==> config.mk <==
export PLATFORM = sky130hd
export DESIGN_NAME = vmem_port_arbiter
export DESIGN_NICKNAME = d
export VERILOG_FILES = /design/src/rtl/vmem_arb_pkg.sv /design/src/rtl/vmem_rd_tag_pipe.sv /design/src/rtl/vmem_port_arbiter.sv
export SDC_FILE = /design/constraint.sdc
export NUM_CORES = 1
export LEC_CHECK = 0
export CORE_AREA = 2 2 316 318
export DETAILED_ROUTE_END_ITERATION = 6
export DIE_AREA = 0 0 318 320
export PLACE_DENSITY = 0.3
export SLEW_MARGIN = 20
export SYNTH_ARGS = -nofsm -noshare
export SYNTH_HDL_FRONTEND = slang
export SYNTH_SLANG_ARGS = --single-unit
==> constraint.sdc <==
create_clock -name clk -period 1.84 [get_ports clk]
set_clock_uncertainty 0.1 [all_clocks]
set_input_delay 0.276 -clock clk [delete_from_list [all_inputs] [get_ports clk]]
set_output_delay 0.276 -clock clk [all_outputs]
set_load 0.03 [all_outputs]
==> src/rtl/vmem_arb_pkg.sv <==
// Shared types and constants for the vector-memory port B arbiter.
// Covers the arbiter state encoding and the read-return tag.
package vmem_arb_pkg;

    localparam int NUM_REQ    = 2;
    localparam int MAX_RD_LAT = 3;

    typedef enum logic [1:0] {
        IDLE = 2'd0,
        OWN0 = 2'd1,
        OWN1 = 2'd2
    } arb_state_t;

    typedef struct packed {
        logic valid;
        logic owner;
    } rd_tag_t;

endpackage

==> src/rtl/vmem_rd_tag_pipe.sv <==
// Delay line that follows each accepted beat through the memory read latency.
// The tag tells the arbiter which requester owns the data on mem_q.
module vmem_rd_tag_pipe
    import vmem_arb_pkg::*;
#(
    parameter int DEPTH = 1
) (
    input  logic    clk,
    input  logic    reset,
    input  rd_tag_t i_tag,
    output rd_tag_t o_tag
);

    rd_tag_t r_stage [DEPTH];

    // Clearing on reset drops every in-flight read return.
    always_ff @(posedge clk) begin
        if (reset) begin
            for (int i = 0; i < DEPTH; i++) begin
                r_stage[i] <= '0;
            end
        end else begin
            r_stage[0] <= i_tag;
            for (int i = 1; i < DEPTH; i++) begin
                r_stage[i] <= r_stage[i-1];
            end
        end
    end

    assign o_tag = r_stage[DEPTH-1];

endmodule

==> src/rtl/vmem_port_arbiter.sv <==
// Round-robin arbiter sharing vector port B between the CPU load/store path (0)
// and the audio streaming engine (1), with burst locking and read-data routing.
module vmem_port_arbiter
    import vmem_arb_pkg::*;
#(
    parameter int ADDR_W = 14,
    parameter int DATA_W = 128,
    parameter int RD_LAT = 1
) (
    input  logic              clk,
    input  logic              reset,
    input  logic              i_req0_valid,
    input  logic              i_req0_we,
    input  logic              i_req0_last,
    input  logic [ADDR_W-1:0] i_req0_addr,
    input  logic [DATA_W-1:0] i_req0_wdata,
    output logic              o_req0_ready,
    output logic              o_req0_rvalid,
    output logic [DATA_W-1:0] o_req0_rdata,
    input  logic              i_req1_valid,
    input  logic              i_req1_we,
    input  logic              i_req1_last,
    input  logic [ADDR_W-1:0] i_req1_addr,
    input  logic [DATA_W-1:0] i_req1_wdata,
    output logic              o_req1_ready,
    output logic              o_req1_rvalid,
    output logic [DATA_W-1:0] o_req1_rdata,
    output logic [ADDR_W-1:0] o_mem_addr,
    output logic [DATA_W-1:0] o_mem_wdata,
    output logic              o_mem_wren,
    input  logic [DATA_W-1:0] i_mem_q,
    output logic              o_busy
);

    arb_state_t r_state;
    logic       r_rrLast;

    logic              w_gnt0;
    logic              w_gnt1;
    logic              w_accept;
    logic              w_selWe;
    logic              w_selLast;
    logic [ADDR_W-1:0] w_selAddr;
    logic [DATA_W-1:0] w_selWdata;
    rd_tag_t           w_tagIn;
    rd_tag_t           w_tagOut;

    // Grant is combinational so an accepted beat reaches memory in the same cycle.
    always_comb begin
        w_gnt0 = 1'b0;
        w_gnt1 = 1'b0;
        if (!reset) begin
            case (r_state)
                IDLE: begin
                    if (i_req0_valid && i_req1_valid) begin
                        w_gnt0 = r_rrLast;
                        w_gnt1 = !r_rrLast;
                    end else begin
                        w_gnt0 = i_req0_valid;
                        w_gnt1 = i_req1_valid;
                    end
                end
                OWN0:    w_gnt0 = i_req0_valid;
                OWN1:    w_gnt1 = i_req1_valid;
                default: ;
            endcase
        end
    end

    assign w_accept   = w_gnt0 | w_gnt1;
    assign w_selWe    = w_gnt1 ? i_req1_we    : i_req0_we;
    assign w_selLast  = w_gnt1 ? i_req1_last  : i_req0_last;
    assign w_selAddr  = w_gnt1 ? i_req1_addr  : i_req0_addr;
    assign w_selWdata = w_gnt1 ? i_req1_wdata : i_req0_wdata;

    always_ff @(posedge clk) begin
        if (reset) begin
            r_state  <= IDLE;
            r_rrLast <= 1'b1;
        end else if (w_accept) begin
            if (w_selLast) begin
                r_state  <= IDLE;
                r_rrLast <= w_gnt1;
            end else begin
                r_state <= w_gnt1 ? OWN1 : OWN0;
            end
        end
    end

    assign o_req0_ready = w_gnt0;
    assign o_req1_ready = w_gnt1;
    assign o_busy       = (r_state != IDLE);

    assign o_mem_addr  = w_accept ? w_selAddr  : '0;
    assign o_mem_wdata = w_accept ? w_selWdata : '0;
    assign o_mem_wren  = w_accept & w_selWe;

    assign w_tagIn.valid = w_accept & !w_selWe;
    assign w_tagIn.owner = w_gnt1;

    vmem_rd_tag_pipe #(
        .DEPTH (RD_LAT)
    ) u_tagPipe (
        .clk   (clk),
        .reset (reset),
        .i_tag (w_tagIn),
        .o_tag (w_tagOut)
    );

    // Returns still leaving the pipe during a reset cycle are dropped.
    assign o_req0_rvalid = !reset & w_tagOut.valid & !w_tagOut.owner;
    assign o_req1_rvalid = !reset & w_tagOut.valid &  w_tagOut.owner;
    assign o_req0_rdata  = i_mem_q;
    assign o_req1_rdata  = i_mem_q;

endmodule

* After elaboration in Yosys (flattened, before gate mapping)
Memory sizes are Yosys's and may differ from the RTL's.
Index checks and enable logic that the tools add are counted.
** Cells by class
- Mux-type cells :: 19
- Reduce and logical (&&, ||, !) cells :: 9
- Bitwise gates (word level) :: 6
- Equal/unequal tests :: 2
** Operator list (count)
- $mux W128 :: 2
- $mux W14 :: 2
- $mux W1 :: 10
- $mux W2 :: 3
- $and A1 B1 Y1 :: 5
- $logic_not A1 Y1 :: 4
- $pmux W1 S2 :: 2
- $eq A2 B1 Y1 const B :: 1
- $eq A2 B2 Y1 const B :: 1
- $logic_not A2 Y1 :: 1
- $reduce_and A2 Y1 :: 1
- $reduce_bool A2 Y1 :: 1
- $reduce_or A2 Y1 :: 1
- $logic_and A1 B1 Y1 :: 1
- $or A1 B1 Y1 :: 1
** Storage, ports and cells
- Bits in writable memories :: 2
- Output and inout bits :: 404
- Memories :: 1
- Flip-flop bits (word level) :: 3
** Memory list
- u_tagPipe.r_stage :: depth 1, bits a word 2, read ports 1, clocked after Yosys merged registers in 0, wr ports 1, RTL line vmem_rd_tag_pipe.sv:14 : rd_tag_t r_stage [DEPTH];

* Longest topological paths before layout
Gate-level depths: netlist of run 1.
- Depth in word-level cells :: 8
- Depth in mapped cells :: 6

* Cells and area by module
A second synthesis of run 1 with hierarchy kept.
** Unflattened totals
- Cell total of the unflattened synthesis :: 809
- Area total of the unflattened synthesis :: 5157.4 um^2
** Modules (own cells, without submodules)
- vmem_port_arbiter :: times used 1, area an instance 5104.9 um^2, seq. area each 60.1 um^2, cells an instance 805
- vmem_rd_tag_pipe :: times used 1, area an instance 52.6 um^2, seq. area each 40.0 um^2, cells an instance 4

* Worst setup path before layout of run 1
No wires, ideal clock.
- Path type :: register to output
- Start point :: reg r_rrLast
- End point :: out o_mem_wdata[118]
- Buffers on the path :: 2
- Arrival time :: 1250 ps
- Setup slack :: 214 ps
- Required time :: 1464 ps
- Stages on the path, launching flop included :: 5
- Cells stage by stage :: dfxtp_1 clkbuf_1 clkbuf_1 o2111ai_1 nand2_1
** On the way
- Cells in the longest elaborated chain, start to end :: 6
- Elaborated cells between the ends (all ways) :: 10
** Ends and longest elaborated chain
- start: declaration :: RTL line vmem_port_arbiter.sv:36 : logic r_rrLast;
- start signal: assignment :: RTL line vmem_port_arbiter.sv:83 : r_rrLast <= w_gnt1;
- $logic_not A1 Y1 :: RTL line vmem_port_arbiter.sv:57 : w_gnt1 = !r_rrLast;
- $mux W1 :: RTL line vmem_port_arbiter.sv:55 : if (i_req0_valid && i_req1_valid) begin
- $pmux W1 S2 :: RTL line vmem_port_arbiter.sv:53 : case (r_state)
- $mux W1 :: RTL line vmem_port_arbiter.sv:52 : if (!reset) begin
- $mux W128 / $or A1 B1 Y1 (equally long branches) :: RTL line vmem_port_arbiter.sv:74, vmem_port_arbiter.sv:70
- $mux W128 * :: RTL line vmem_port_arbiter.sv:95 : assign o_mem_wdata = w_accept ? w_selWdata : '0;
- end: declaration :: RTL line vmem_port_arbiter.sv:29 : output logic [DATA_W-1:0] o_mem_wdata,
Every way passes the cells marked *; elsewhere a longest branch is shown, timed or not.

* Final worst setup path of run 1
- Start point :: reg r_state[1]
- End point :: out o_mem_wdata[12]
** On the way
- Cells in the longest elaborated chain, start to end :: 5
- Elaborated cells between the ends (all ways) :: 10
** Ends and longest elaborated chain
- start: declaration :: RTL line vmem_port_arbiter.sv:35 : arb_state_t r_state;
- start signal: assignment :: RTL line vmem_port_arbiter.sv:85 : r_state <= w_gnt1 ? OWN1 : OWN0;
- $eq A2 B2 Y1 (tied with other cells) :: RTL line vmem_port_arbiter.sv:53
- $pmux W1 S2 :: RTL line vmem_port_arbiter.sv:53
- $mux W1 :: RTL line vmem_port_arbiter.sv:52
- $mux W128 / $or A1 B1 Y1 (equally long branches) :: RTL line vmem_port_arbiter.sv:74, vmem_port_arbiter.sv:70
- $mux W128 * :: RTL line vmem_port_arbiter.sv:95
Marked as above.

==> qor.yml, run 1 <==
detailed_routing:
  firstDrtPassIters: 4
  vias_per_cell: 3.03
  num_vias: 7033
  ant_nets: 0
  drtIter0Drc: 230
  wl_um: 48400
  wire_per_inst_um: 20.8
  drc: 0
layout:
  final_area_mm2: 0.0123
  post-route-util_pct: 12.5
  layout.cells.non_filler: 2323
  areaGrowthSynthToFinish_pct: 139
  fillers: 11214
  drive_above_1_share_pct: 49.9
  final_nets: 1455
setup_path:
  r2r_end: "u_tagPipe.r_stage[0][1]"
  critPathMaxStageDelay_ns: 0.35
  path_buf_inv: 5
  cp_top_family: "buffers and inverters"
  required_ns: 1.46
  reg2regPathDepth: 7
  worstSetupPathType: "flip-flop to primary output"
  cp-start-kind: "flip-flop"
  arrival_ns: 1.69
  cp_common_cell: "buf_12"
  crit_slowest_cell: "dfxtp_4"
  worstSetupEndpointType: "primary output"
  reg2reg_slack_ns: 0.10
  r2r-start: "r_state[1]"
  startpoint: "r_state[1]"
  crit_chain: "nand3b_1 -> buf_6 -> buf_12 -> buf_12 -> buf_12 -> nand3_4 -> nand2_4 -> buf_12"
  crit_fanout: 7
timing:
  fin_setup_tns_ns: -21.52
  slew_headroom_pct: 73.0
  post-route-min-period_ns: 2.06
  rsz0062_at_grt: "true"
  fmax_mhz: 485
  fin_ws_ns: -0.221
  setup_viol: 144
  worst_pin_slew_ns: 0.404
  fin_crit_sh_pct: 112
  report.final.slew_viol_count: 0
  hold_viol_final: 0
logic_synthesis:
  ys_ff_latch: 5
  synth_top_area_share_pct: 37.8
  yosysMostFrequentCell: "buf_4"
  synthTopCellsByArea: "buf_4 (38%), o2111ai_1 (24%), nand3_1 (14%)"
  netlist_area_mm2: 0.00514
  yosys-top-cells-count: "buf_4 (259), nand2_1 (143), nand3_1 (143), o2111ai_1 (143), buf_2 (56)"
  async_reset_ff_share_pct: 0
  yosysTopAreaCell: "buf_4"
  synth_nets: 1228
  ys_types: 24
  syn_avg_cell_area_um2: 6.36
  synth_seq_area_share_pct: 1.95
  syn_inst: 808
  synth_ff_type: "dfxtp_1"
  yosys_warnings: 0
  synth_edf_count: 0
power:
  powerDensity_mw_per_mm2: 340
  finalPower_mw: 4.17
  ir_drop_v: 0.000152
  leakage_nw: 4.41
placed_design:
  gp_congestion: 0.877
  dp_hpwl_um: 36800
  portBuffers: 439
  dp.cells: 2286
  place_area_mm2: 0.00973
floorplanning:
  initial_core_util_pct: 5.24
  num_io_pins: 824
  die_h_um: 320
  core_area_mm2: 0.0980
  rows: 115
  fp.dieArea_mm2: 0.102
  die_w_um: 318
clocking:
  root_buffer: "clkbuf_16"
  cts_max_path_buffers: 2
  clk_pin_slew_ns: 0.04
  htreeDepth: 1
  cts_tree: "done"
  clock_latency_ns: 0.23
  cts_buffers: 3
  cts.sinks: 5
  holdBufCountCts: 0
run_status:
  status: "complete, but fails checks"
  violations: "setup timing"
grt:
  grt_start_max_net_pins: 39
  grt_pass1_wl_um: 61400
  grt_usage_pct: 8.57
  grt_antenna_before_repair: 9
  grt_overflow: 0
  grt_pass1_vias: 7476
hold_path:
  hold_depth: 2
  worstHoldStart: "r_state[1]"
  hold_class: "flip-flop to flip-flop"
  min_to: "r_state[1]"
run:
  cap_violations: 0
worst max path at each step:
stage                       end  slack (ns)  cells past startpoint
4_1_cts         o_mem_wdata[12]       -0.22                      8
3_5_place_dp    o_mem_wdata[59]       -0.75                      8
3_3_place_gp     o_mem_wdata[9]       -0.72                      7
6_report        o_mem_wdata[12]       -0.22                      8
2_1_floorplan  o_mem_wdata[118]        0.21                      4
5_1_grt         o_mem_wdata[28]       -0.27                      8
area by class of cell:
cell class	count	area, µm²	area share (%)
Clock buffer	4	78.8	0.641
Inverter	3	18.8	0.153
Tap cell	1287	1610	13.1
Multi-Input combinational cell	448	3880	31.6
Antenna cell	2	5.00	0.0407
Sequential cell	5	109	0.886
Timing Repair Buffer	574	6590	53.6
layout by cell type, fill, tap and decap left out, drive strengths merged, types with 2 or more instances in the layout:
cell type	count
o2111ai	143
nand2	144
nor3b	3
and3	2
inv	3
buf	278
clkdlybuf4s50	288
nand2b	3
diode	2
nand3	143
nor2b	2
clkbuf	9
clkdlybuf4s15	2
dfxtp	5
tightest hold or removal path: cells and delay by family, from the launching register on:
family / cells / cell delay (ns)
flops: 1 / 0.35
compound gates: 1 / 0.06
simple gates: 1 / 0.06
metal layers:
metal / vias up / routed length (µm) / GRT usage [%]
met5: - / 54 / 0
met4: 8 / 2350 / 4.06
met3: 87 / 5080 / 3.77
met2: 561 / 23900 / 15.4
met1: 3238 / 17000 / 8.41
li1: 3139 / - / -
sequential cells by signal (all words and copies together), names as in the netlist:
signal / count
r_rrLast: 1
u_tagPipe.r_stage: 2
r_state: 2
metrics by stage:
| step | setup WS (ns) | hold WS [ns] |
|---|---|---|
| after CTS | -0.222 | 0.416 |
| final | -0.221 | 0.417 |
| after floorplan | 0.214 | 0.245 |
| after global routing | -0.266 | 0.452 |
| after global placement | -0.718 | 0.439 |
| after detailed placement | -0.749 | 0.436 |
kinds of logic after synthesis:
kind of cell	after synthesis	share of synthesized area [%]
AO/OA/AOI/OAI	149	25.4
flip-flops	5	1.95
buffers and inverters	355	46.5
AND/OR/NAND/NOR	299	26.2
repair_timing:
item	in CTS	in global routing
pin swaps	44	28
cloned	8	6
setup endpoints to repair	152	146
gates resized for setup	305	166
hold endpoints to repair	0	0
buffers inserted	17	5
power by group:
group | switching (mW) | total [mW] | internal [mW]
clock network | 0.0731 | 0.361 | 0.287
registers | 0.00738 | 0.124 | 0.117
logic | 1.88 | 3.69 | 1.81
No activity file was read; power rests on OpenSTA's default activity.
==> run 2: changes to the inputs <==
--- a/config.mk
+++ b/config.mk
@@ -6,9 +6,11 @@
 export NUM_CORES = 1
 export LEC_CHECK = 0
 export CORE_AREA = 2 2 316 318
+export CTS_CLUSTER_DIAMETER = 60
 export DETAILED_ROUTE_END_ITERATION = 6
 export DIE_AREA = 0 0 318 320
 export PLACE_DENSITY = 0.3
+export SKIP_LAST_GASP = 1
 export SLEW_MARGIN = 20
 export SYNTH_ARGS = -nofsm -noshare
 export SYNTH_HDL_FRONTEND = slang
==> qor.yml, run 2 (synthesis results as in run 1) <==
timing:
  fin_crit_sh_pct: 113
  report.final.slew_viol_count: 0
  post-route-min-period_ns: 2.07
  slew_headroom_pct: 74.4
  hold_viol_final: 0
  fin_ws_ns: -0.231
  rsz0062_at_grt: "true"
  worst_pin_slew_ns: 0.382
  setup_viol: 144
  holdWs_ns: 0.412
  fmax_mhz: 483
power:
  switching_share_pct: 46.8
  finalPower_mw: 4.04
  powerDensity_mw_per_mm2: 341
  leakage_nw: 4.35
  intPower_mw: 2.15
  share_seq_of_total_power_pct: 3.1
  combPwrFrac_pct: 88.0
  switchingPower_mw: 1.89
  clkPwrFrac_pct: 9.0
  ir_drop_v: 0.000152
layout:
  reg_top3: "r_state (2), u_tagPipe.r_stage (2), r_rrLast (1)"
  final_nets: 1456
  final_common_cell: "clkdlybuf4s50_1"
  areaGrowthSynthToFinish_pct: 130
  drive_above_1_share_pct: 44.3
  final_area_mm2: 0.0118
  final_cell_mix: "clkdlybuf4s50_1 (288), buf_4 (111), o2111ai_1 (110)"
placed_design:
  place_area_mm2: 0.00973
  gp_congestion: 0.877
  dp_hpwl_um: 36800
  portBuffers: 439
clocking:
  cts_tree: "done"
  cts_buffers: 3
  root_buffer: "clkbuf_16"
  cts_max_path_buffers: 2
  clk_pin_slew_ns: 0.04
  clock_latency_ns: 0.23
  cts.sinks: 5
  htreeDepth: 1
setup_path:
  path_buf_inv: 3
  crit_fanout: 14
  required_ns: 1.46
  arrival_ns: 1.69
  crit_slowest_cell: "dfxtp_2"
  critPathMaxStageDelay_ns: 0.33
  cp_top_family: "buffers and inverters"
  crit_chain: "nand2b_4 -> buf_16 -> buf_4 -> o2111ai_1 -> nand2_4 -> buf_12"
  worstSetupEndpointType: "primary output"
  cp-start-kind: "flip-flop"
  worstSetupPathType: "flip-flop to primary output"
detailed_routing:
  drtIter0Drc: 200
  wire_per_inst_um: 20.5
  route.met2.wl_um: 23500
  vias_per_cell: 3.00
  num_vias: 6971
  firstDrtPassIters: 4
  wl_um: 47600
  drc: 0
  met1_length_um: 16500
  top_layer_used: "met5"
  ant_nets: 0
  wl_met3_um: 5270
floorplanning:
  rows: 115
  num_io_pins: 824
  core_area_mm2: 0.0980
  initial_core_util_pct: 5.24
  fp.dieArea_mm2: 0.102
  die_h_um: 320
  die_w_um: 318
grt:
  grt_start_max_net_pins: 39
  grt_pass1_vias: 7452
  grt_overflow: 0
  grt_usage_pct: 8.55
  grt_pass1_wl_um: 61300
  grt_antenna_before_repair: 10
hold_path:
  hold_class: "flip-flop to flip-flop"
run:
  cap_violations: 0
run_status:
  status: "complete, but fails checks"
  violations: "setup timing"
[run 2: changes by cell type in the layout (fill, tap and decap cells not counted), sizes merged]
cell,change
diode,+1
buf,+3
clkbuf,-2
[run 2: through the flow]
step                utilization (%)  setup slack [ns]  setup TNS [ns]  std cells
CTS                            11.4            -0.242          -23.62       2313
detailed placement             9.93            -0.749          -81.53       2286
floorplan                         -             0.214               0        808
finish                         12.1            -0.231          -20.22       2325
global placement               9.93            -0.718          -81.47       2286
global route                   12.1            -0.272          -29.98       2323
[run 2: power groups by stage]
stage | combinational (mW) | sequential, mW | clock [mW]
after detailed placement | 2.89 | 0.126 | 0
after global placement | 2.90 | 0.126 | 0
after floorplan | 2.19 | 0.123 | 0
after global routing | 3.76 | 0.125 | 0.371
after CTS | 3.41 | 0.124 | 0.362
final | 3.55 | 0.124 | 0.362
[run 2: repair_timing]
item / CTS / global route
setup endpoints to repair: 152 / 146
setup buffers: 17 / 9
pin swaps: 44 / 9
gates cloned: 8 / 3
hold buffers: 0 / 0
resized for setup: 260 / 105
[run 2: worst paths after layout]
kind / from / endpoint / slack [ns] / cells past startpoint
min: r_state[1] / r_state[1] / 0.41 / 2
min reg2reg: r_state[1] / r_state[1] / 0.41 / 2
max reg2reg: r_state[1] / u_tagPipe.r_stage[0][1] / 0.10 / 7
max: r_state[0] / o_mem_wdata[12] / -0.23 / 6
[run 2: worst reg2reg max path: cells and delay by family, from the launching register on]
kind	cells	cell delay (ns)
buffers and inverters	4	0.65
AOI/OAI and AO/OA	1	0.35
DFF	1	0.36
and+or+nand+nor	2	0.17
[run 2: area by class of cell]
| class | count | area [µm²] |
|---|---|---|
| fillers | 11261 | 86200 |
| inverters | 3 | 18.8 |
| clock buffers | 4 | 78.8 |
| well taps | 1287 | 1610 |
| diodes | 3 | 7.51 |
| repair buffers | 575 | 6400 |
| multi-input cells | 448 | 3600 |
| flip-flops and latches | 5 | 109 |
[run 2: layer usage]
layer / up-vias / global-route usage, %
met4: 8 / 4.01
met1: 3175 / 8.38
met3: 86 / 3.78
met2: 564 / 15.4
met5: - / 0
li1: 3138 / -
